<file path="config.mk">
export PLATFORM = sky130hd
export DESIGN_NAME = hash_capture
export DESIGN_NICKNAME = d
export VERILOG_FILES = /design/src/rtl/hash_capture.sv
export SDC_FILE = /design/constraint.sdc
export NUM_CORES = 1
export LEC_CHECK = 0
export CAP_MARGIN = 20
export CORE_MARGIN = 2
export CORE_UTILIZATION = 55
export DETAILED_ROUTE_END_ITERATION = 16
export PLACE_DENSITY = 0.74
export SLEW_MARGIN = 20
export SYNTH_ARGS = -nofsm -noshare
export SYNTH_HDL_FRONTEND = slang
export SYNTH_SLANG_ARGS = --single-unit
</file>
<file path="constraint.sdc">
create_clock -name clk -period 5.58 [get_ports clk]
set_clock_uncertainty 0.1 [all_clocks]
set_input_delay 0.837 -clock clk [delete_from_list [all_inputs] [get_ports clk]]
set_output_delay 0.837 -clock clk [all_outputs]
set_load 0.005 [all_outputs]
</file>
<file path="src/rtl/hash_capture.sv">
// hash_capture: reassembles the byte-serial Blake2 digest from the registered
// hash byte bus into an on-chip buffer. It counts completed digests, flags
// short and overrun transfers, and offers a registered readback port for
// debug/ILA use.
//
// Optional feature: define HASH_CAPTURE_SIG_EN to keep an 8-bit running XOR
// of each digest and latch it into sig_o on completion. Without the macro,
// sig_o is tied to 0 and no XOR logic is built.

module hash_capture #(
  parameter int DIGEST_BYTES = 32,  // bytes per digest, 2..64
  parameter int CNT_W        = 16   // completed-digest counter width
) (
  input  logic             clk,
  input  logic             rst_n,
  input  logic             ena,
  input  logic [7:0]       hash_i,
  input  logic             hash_v_i,
  input  logic             clear_i,
  input  logic [5:0]       rd_addr_i,
  output logic [7:0]       rd_data_o,
  output logic             digest_valid_o,
  output logic             busy_o,
  output logic             err_short_o,
  output logic             err_over_o,
  output logic [CNT_W-1:0] digest_cnt_o,
  output logic [7:0]       sig_o
);

  // Buffer address width. This is at least 1 so the smallest legal digest
  // still has an address bit.
  localparam int         AW       = (DIGEST_BYTES > 1) ? $clog2(DIGEST_BYTES) : 1;
  localparam logic [5:0] LAST_IDX = 6'(DIGEST_BYTES - 1);
  localparam logic [6:0] DEPTH    = 7'(DIGEST_BYTES);

  typedef enum logic [1:0] {
    IDLE,
    CAPTURE,
    DONE,
    ERROR
  } state_t;

  state_t     state;
  logic [5:0] idx;
  logic       hash_v_q;

  logic [7:0]    buf_mem [DIGEST_BYTES];
  logic          wr_en;
  logic [AW-1:0] wr_addr;

`ifdef HASH_CAPTURE_SIG_EN
  logic [7:0] sig_acc;
`endif

  // Buffer write strobe. Writes are allowed only when the FSM accepts the
  // byte. Clear and a frozen enable both drop the byte.
  always_comb begin
    // NOTE: every output of a combinational block gets a default first, so no
    // path leaves it unassigned and infers a latch.
    wr_en   = 1'b0;
    wr_addr = '0;
    if (ena && !clear_i && hash_v_i) begin
      case (state)
        IDLE:    wr_en = 1'b1;
        CAPTURE: begin
          wr_en   = 1'b1;
          wr_addr = idx[AW-1:0];
        end
        DONE:    wr_en = !hash_v_q;  // only a fresh digest, not an overrun
        default: wr_en = 1'b0;
      endcase
    end
  end

  // Digest buffer. This is a plain RAM-style array with a synchronous write.
  always_ff @(posedge clk) begin
    // NOTE: the buffer has no reset. digest_valid_o qualifies its contents,
    // and leaving it unreset allows it to map onto distributed/block RAM.
    if (wr_en) buf_mem[wr_addr] <= hash_i;
  end

  // Registered readback. An address past the digest reads as 0. A read of the
  // address being written in the same cycle returns the old value.
  always_ff @(posedge clk or negedge rst_n) begin
    if (!rst_n) begin
      rd_data_o <= '0;
    end else if ({1'b0, rd_addr_i} < DEPTH) begin
      rd_data_o <= buf_mem[rd_addr_i[AW-1:0]];
    end else begin
      rd_data_o <= '0;
    end
  end

  // Capture FSM with registered status outputs, the digest counter and the
  // optional signature.
  always_ff @(posedge clk or negedge rst_n) begin
    if (!rst_n) begin
      // NOTE: state registers use non-blocking assignments, so every branch
      // below reads the values from before this edge.
      state          <= IDLE;
      idx            <= '0;
      hash_v_q       <= 1'b0;
      busy_o         <= 1'b0;
      digest_valid_o <= 1'b0;
      err_short_o    <= 1'b0;
      err_over_o     <= 1'b0;
      digest_cnt_o   <= '0;
`ifdef HASH_CAPTURE_SIG_EN
      sig_acc        <= '0;
      sig_o          <= '0;
`endif
    end else begin
      if (ena) hash_v_q <= hash_v_i;

      if (clear_i) begin
        // Re-arm the capture. The buffer and the digest count survive.
        state          <= IDLE;
        idx            <= '0;
        busy_o         <= 1'b0;
        digest_valid_o <= 1'b0;
        err_short_o    <= 1'b0;
        err_over_o     <= 1'b0;
`ifdef HASH_CAPTURE_SIG_EN
        sig_o          <= '0;
`endif
      end else if (ena) begin
        case (state)
          IDLE: begin
            if (hash_v_i) begin
              state  <= CAPTURE;
              idx    <= 6'd1;
              busy_o <= 1'b1;
`ifdef HASH_CAPTURE_SIG_EN
              sig_acc <= hash_i;
`endif
            end
          end

          CAPTURE: begin
            if (hash_v_i) begin
              idx <= idx + 6'd1;
              if (idx == LAST_IDX) begin
                state          <= DONE;
                busy_o         <= 1'b0;
                digest_valid_o <= 1'b1;
                digest_cnt_o   <= digest_cnt_o + CNT_W'(1);
`ifdef HASH_CAPTURE_SIG_EN
                sig_o          <= sig_acc ^ hash_i;
`endif
              end
`ifdef HASH_CAPTURE_SIG_EN
              sig_acc <= sig_acc ^ hash_i;
`endif
            end else begin
              state       <= ERROR;
              busy_o      <= 1'b0;
              err_short_o <= 1'b1;
            end
          end

          DONE: begin
            if (hash_v_i) begin
              if (hash_v_q) begin
                // Valid did not drop after the last byte. Keep the digest
                // and flag the overrun.
                state      <= ERROR;
                err_over_o <= 1'b1;
              end else begin
                state          <= CAPTURE;
                idx            <= 6'd1;
                busy_o         <= 1'b1;
                digest_valid_o <= 1'b0;
`ifdef HASH_CAPTURE_SIG_EN
                sig_acc        <= hash_i;
`endif
              end
            end
          end

          ERROR: begin
            // Parked until clear_i.
          end

          default: state <= IDLE;
        endcase
      end
    end
  end

`ifndef HASH_CAPTURE_SIG_EN
  assign sig_o = '0;
`endif

endmodule

</file>
==> run metrics <==
Tcrit/Tclk final 61.0%; Tmin final 3.40 ns; Final Hold Fails 0; worst skew pair latency 0.54 ns; PortBufs 46; worst reg2reg path startpoint state[1]; Switching Share 21.4%; pin count of the biggest net entering global routing 65; Layout Area Growth over Synthesis 14.4%; Syn Std Cell Area 11800 µm²; Worst path slowest cell clkdlybuf4s50_1; peak supply drop 0.000333 V; Die X 151 µm; Crit. End Element register; first-pass GRT wire length 37900 µm; nets 719; clock share of power 42.6%; Worst-Margin Slew 1.04 ns; vias in the first global route 6209; number of flops mapped to enable cells by yosys 256; post-synth top area cell edfxtp_1; switching pwr 1.04 mW; outcome finished clean; Final ANT Viol Nets 0; critical path buffer and inverter count 1; critical path cell sequence clkdlybuf4s50_1, nand4b_4, nor2_1, nand3b_1, nor2_1; Setup Buffers After CTS 0; CP most frequent cell nor2_1; top-area cell type share of the netlist area 64.9%; fin cells 992; Hold Crit Class in -> async; Worst Path Max Fanout 19; sequential share of the synthesized area 72.8%; Pint 3.81 mW; CTS HTree Levels 1; routed wire length 24800 µm; Max Freq 294 MHz; Slew Limit Fails 0; Mean Syn Cell Area 18.6 µm²; initial antenna violation count 0; CP startpoint kind primary input; flops & latches, synth 293; Main synth FF type edfxtp_1; LEAKAGE 4.50 nW; DRT iter0 DRCs 751; die area 22700 µm²; slowest cell delay on critical path 0.75 ns; placed cell count 937; unrepaired setup endpoints after global routing no; Tot GR Track Use 23.0%; Worst Reg-to-Reg Cells 6; PwrDens 358 nW/µm²; total power of the final layout 4.85 mW; Top Ports 55; DRC viols 0; worst reg-to-reg setup slack 2.34 ns; CTS Buf Count 29; vias per inst 6.17; GP Congestion 0.824; post-synthesis cell count 637; Yosys cell types 53; post_cts resized 0; Flop pwr share 50.1%; WL per Instance 25.0 µm; Worst path top cell family by delay simple AND/OR/NAND/NOR gates; vias 6124; Root Driver clkbuf_16; CTS Hold Bufs 0; GRT Residual Overflow 0; first-pass iteration count of the detailed router 6; most frequent cell after synthesis edfxtp_1; Worst Path Arrival 3.48 ns; reg2reg end buf_mem[5][2]; layout cells sized above 1 20.1%; required time worst endpoint 5.66 ns; most instantiated cells after synthesis edfxtp_1 (256), mux4_2 (64), nor2_1 (46), dfrtp_1 (37), nand2_1 (27); top post-synthesis cells by area edfxtp_1 (65%), mux4_2 (12%), dfrtp_1 (7.8%); Antenna Cells 0; YS warnings 0; Logic pwr share 7.3%; initial cell density of the core 56.1%; clock slew at reported path FFs 0.06 ns; WHS 0.308 ns; CTS tree done; DP Wirelength 15400 µm; CTS sink cnt 293; Max Cap Viol 0; Final TNS setup 0 ns; Core ar. 21100 µm²; Die Height 151 µm; Core Rows 53; fraction of registers with async set or reset after synthesis 12.6%; critical path class in -> reg; Setup Viol. Count Final 0; Slew headroom 30.5%; maximum clock insertion buffer count 3
## kinds of logic after synthesis
logic type | after synthesis | share of synthesized area (%)
flops | 293 | 72.8
simple gates | 127 | 5.26
mux | 89 | 14.4
compound gates | 59 | 3.43
buf+inv | 47 | 2.41
xor+xnor | 15 | 1.11
fa+ha+maj | 6 | 0.634
other cells | 1 | 0.0317
## area by class of cell
class                           instances  area (µm²)
Clock buffer                           39         813
Clock inverter                         15         225
Fill cell                            1402        7550
Inverter                                9        33.8
Multi-Input combinational cell        304        2970
Sequential cell                       293        8610
Tap cell                              275         344
Timing Repair Buffer                   57         538
## placed cells by master, fill, tap and decap left out, types with 3 or more instances in the layout
cell             netlist  layout
clkbuf_8               0       5
o31ai_1                3       3
nor3_1                14      14
or2_2                  3       3
conb_1                 1       8
a21oi_1               12      12
o211ai_1               3       3
buf_4                 18      11
mux2_2                 7       7
nand4_1                7       7
nor2b_1                3       3
clkbuf_1               6       5
o21bai_1               3       3
edfxtp_1             256     256
o22ai_1                5       5
clkinv_2               0       4
buf_2                  9       3
a31oi_1                3       3
mux4_2                64      64
xnor2_1               12      12
ha_1                   6       6
clkdlybuf4s50_1        0      42
and3_1                 3       3
o21ai_0               10      10
bufinv_16              0       5
dfrtp_1               37      37
inv_1                  8       8
xor2_1                 3       3
a22oi_1                5       5
nand2_1               27      27
nor2_1                46      46
clkbuf_16              0      29
nand2b_1               3       3
a221o_1                3       3
mux2i_1               18      18
nand3_1               11      11
## registers in the layout, summed over array words and instances (netlist names)
signal,flops
idx,6
err_over_o,1
digest_cnt_o,16
busy_o,1
err_short_o,1
digest_valid_o,1
buf_mem,256
hash_v_q,1
rd_data_o,8
state,2
## worst max path at each step
stage / from / endpoint / cells past startpoint
4_1_cts: clear_i / buf_mem[1][3] / 5
3_5_place_dp: clear_i / buf_mem[1][7] / 5
3_3_place_gp: clear_i / buf_mem[25][0] / 5
6_report: clear_i / buf_mem[5][2] / 5
2_1_floorplan: hash_v_i / buf_mem[0][0] / 5
5_1_grt: clear_i / buf_mem[13][5] / 5
## power by group through the flow
stage | Clock, mW | Sequential (mW) | Combinational [mW]
floorplan | 0 | 2.47 | 0.227
global placement | 0 | 2.47 | 0.342
detailed placement | 0 | 2.47 | 0.353
CTS | 2.09 | 2.43 | 0.353
global route | 2.17 | 2.43 | 0.385
finish | 2.06 | 2.43 | 0.355
## stage by stage
stage          utilization [%]  setup WS [ns]  instance area, µm²
6_report                  64.2           2.18               13500
5_1_grt                   64.2           1.98               13500
4_1_cts                   64.1           2.22               13500
3_5_place_dp              59.2           1.60               12500
3_3_place_gp              59.2           1.77               12500
2_1_floorplan                -           3.08               11900
## routing by layer
layer,vias to the layer above,wire [µm],global-route usage (%)
li1,2646,-,-
met1,3092,9990,34.0
met3,50,2160,3.64
met2,336,12000,36.7
met4,0,650,5.93
met5,-,0,0
No activity file was read; power rests on OpenSTA's default activity.
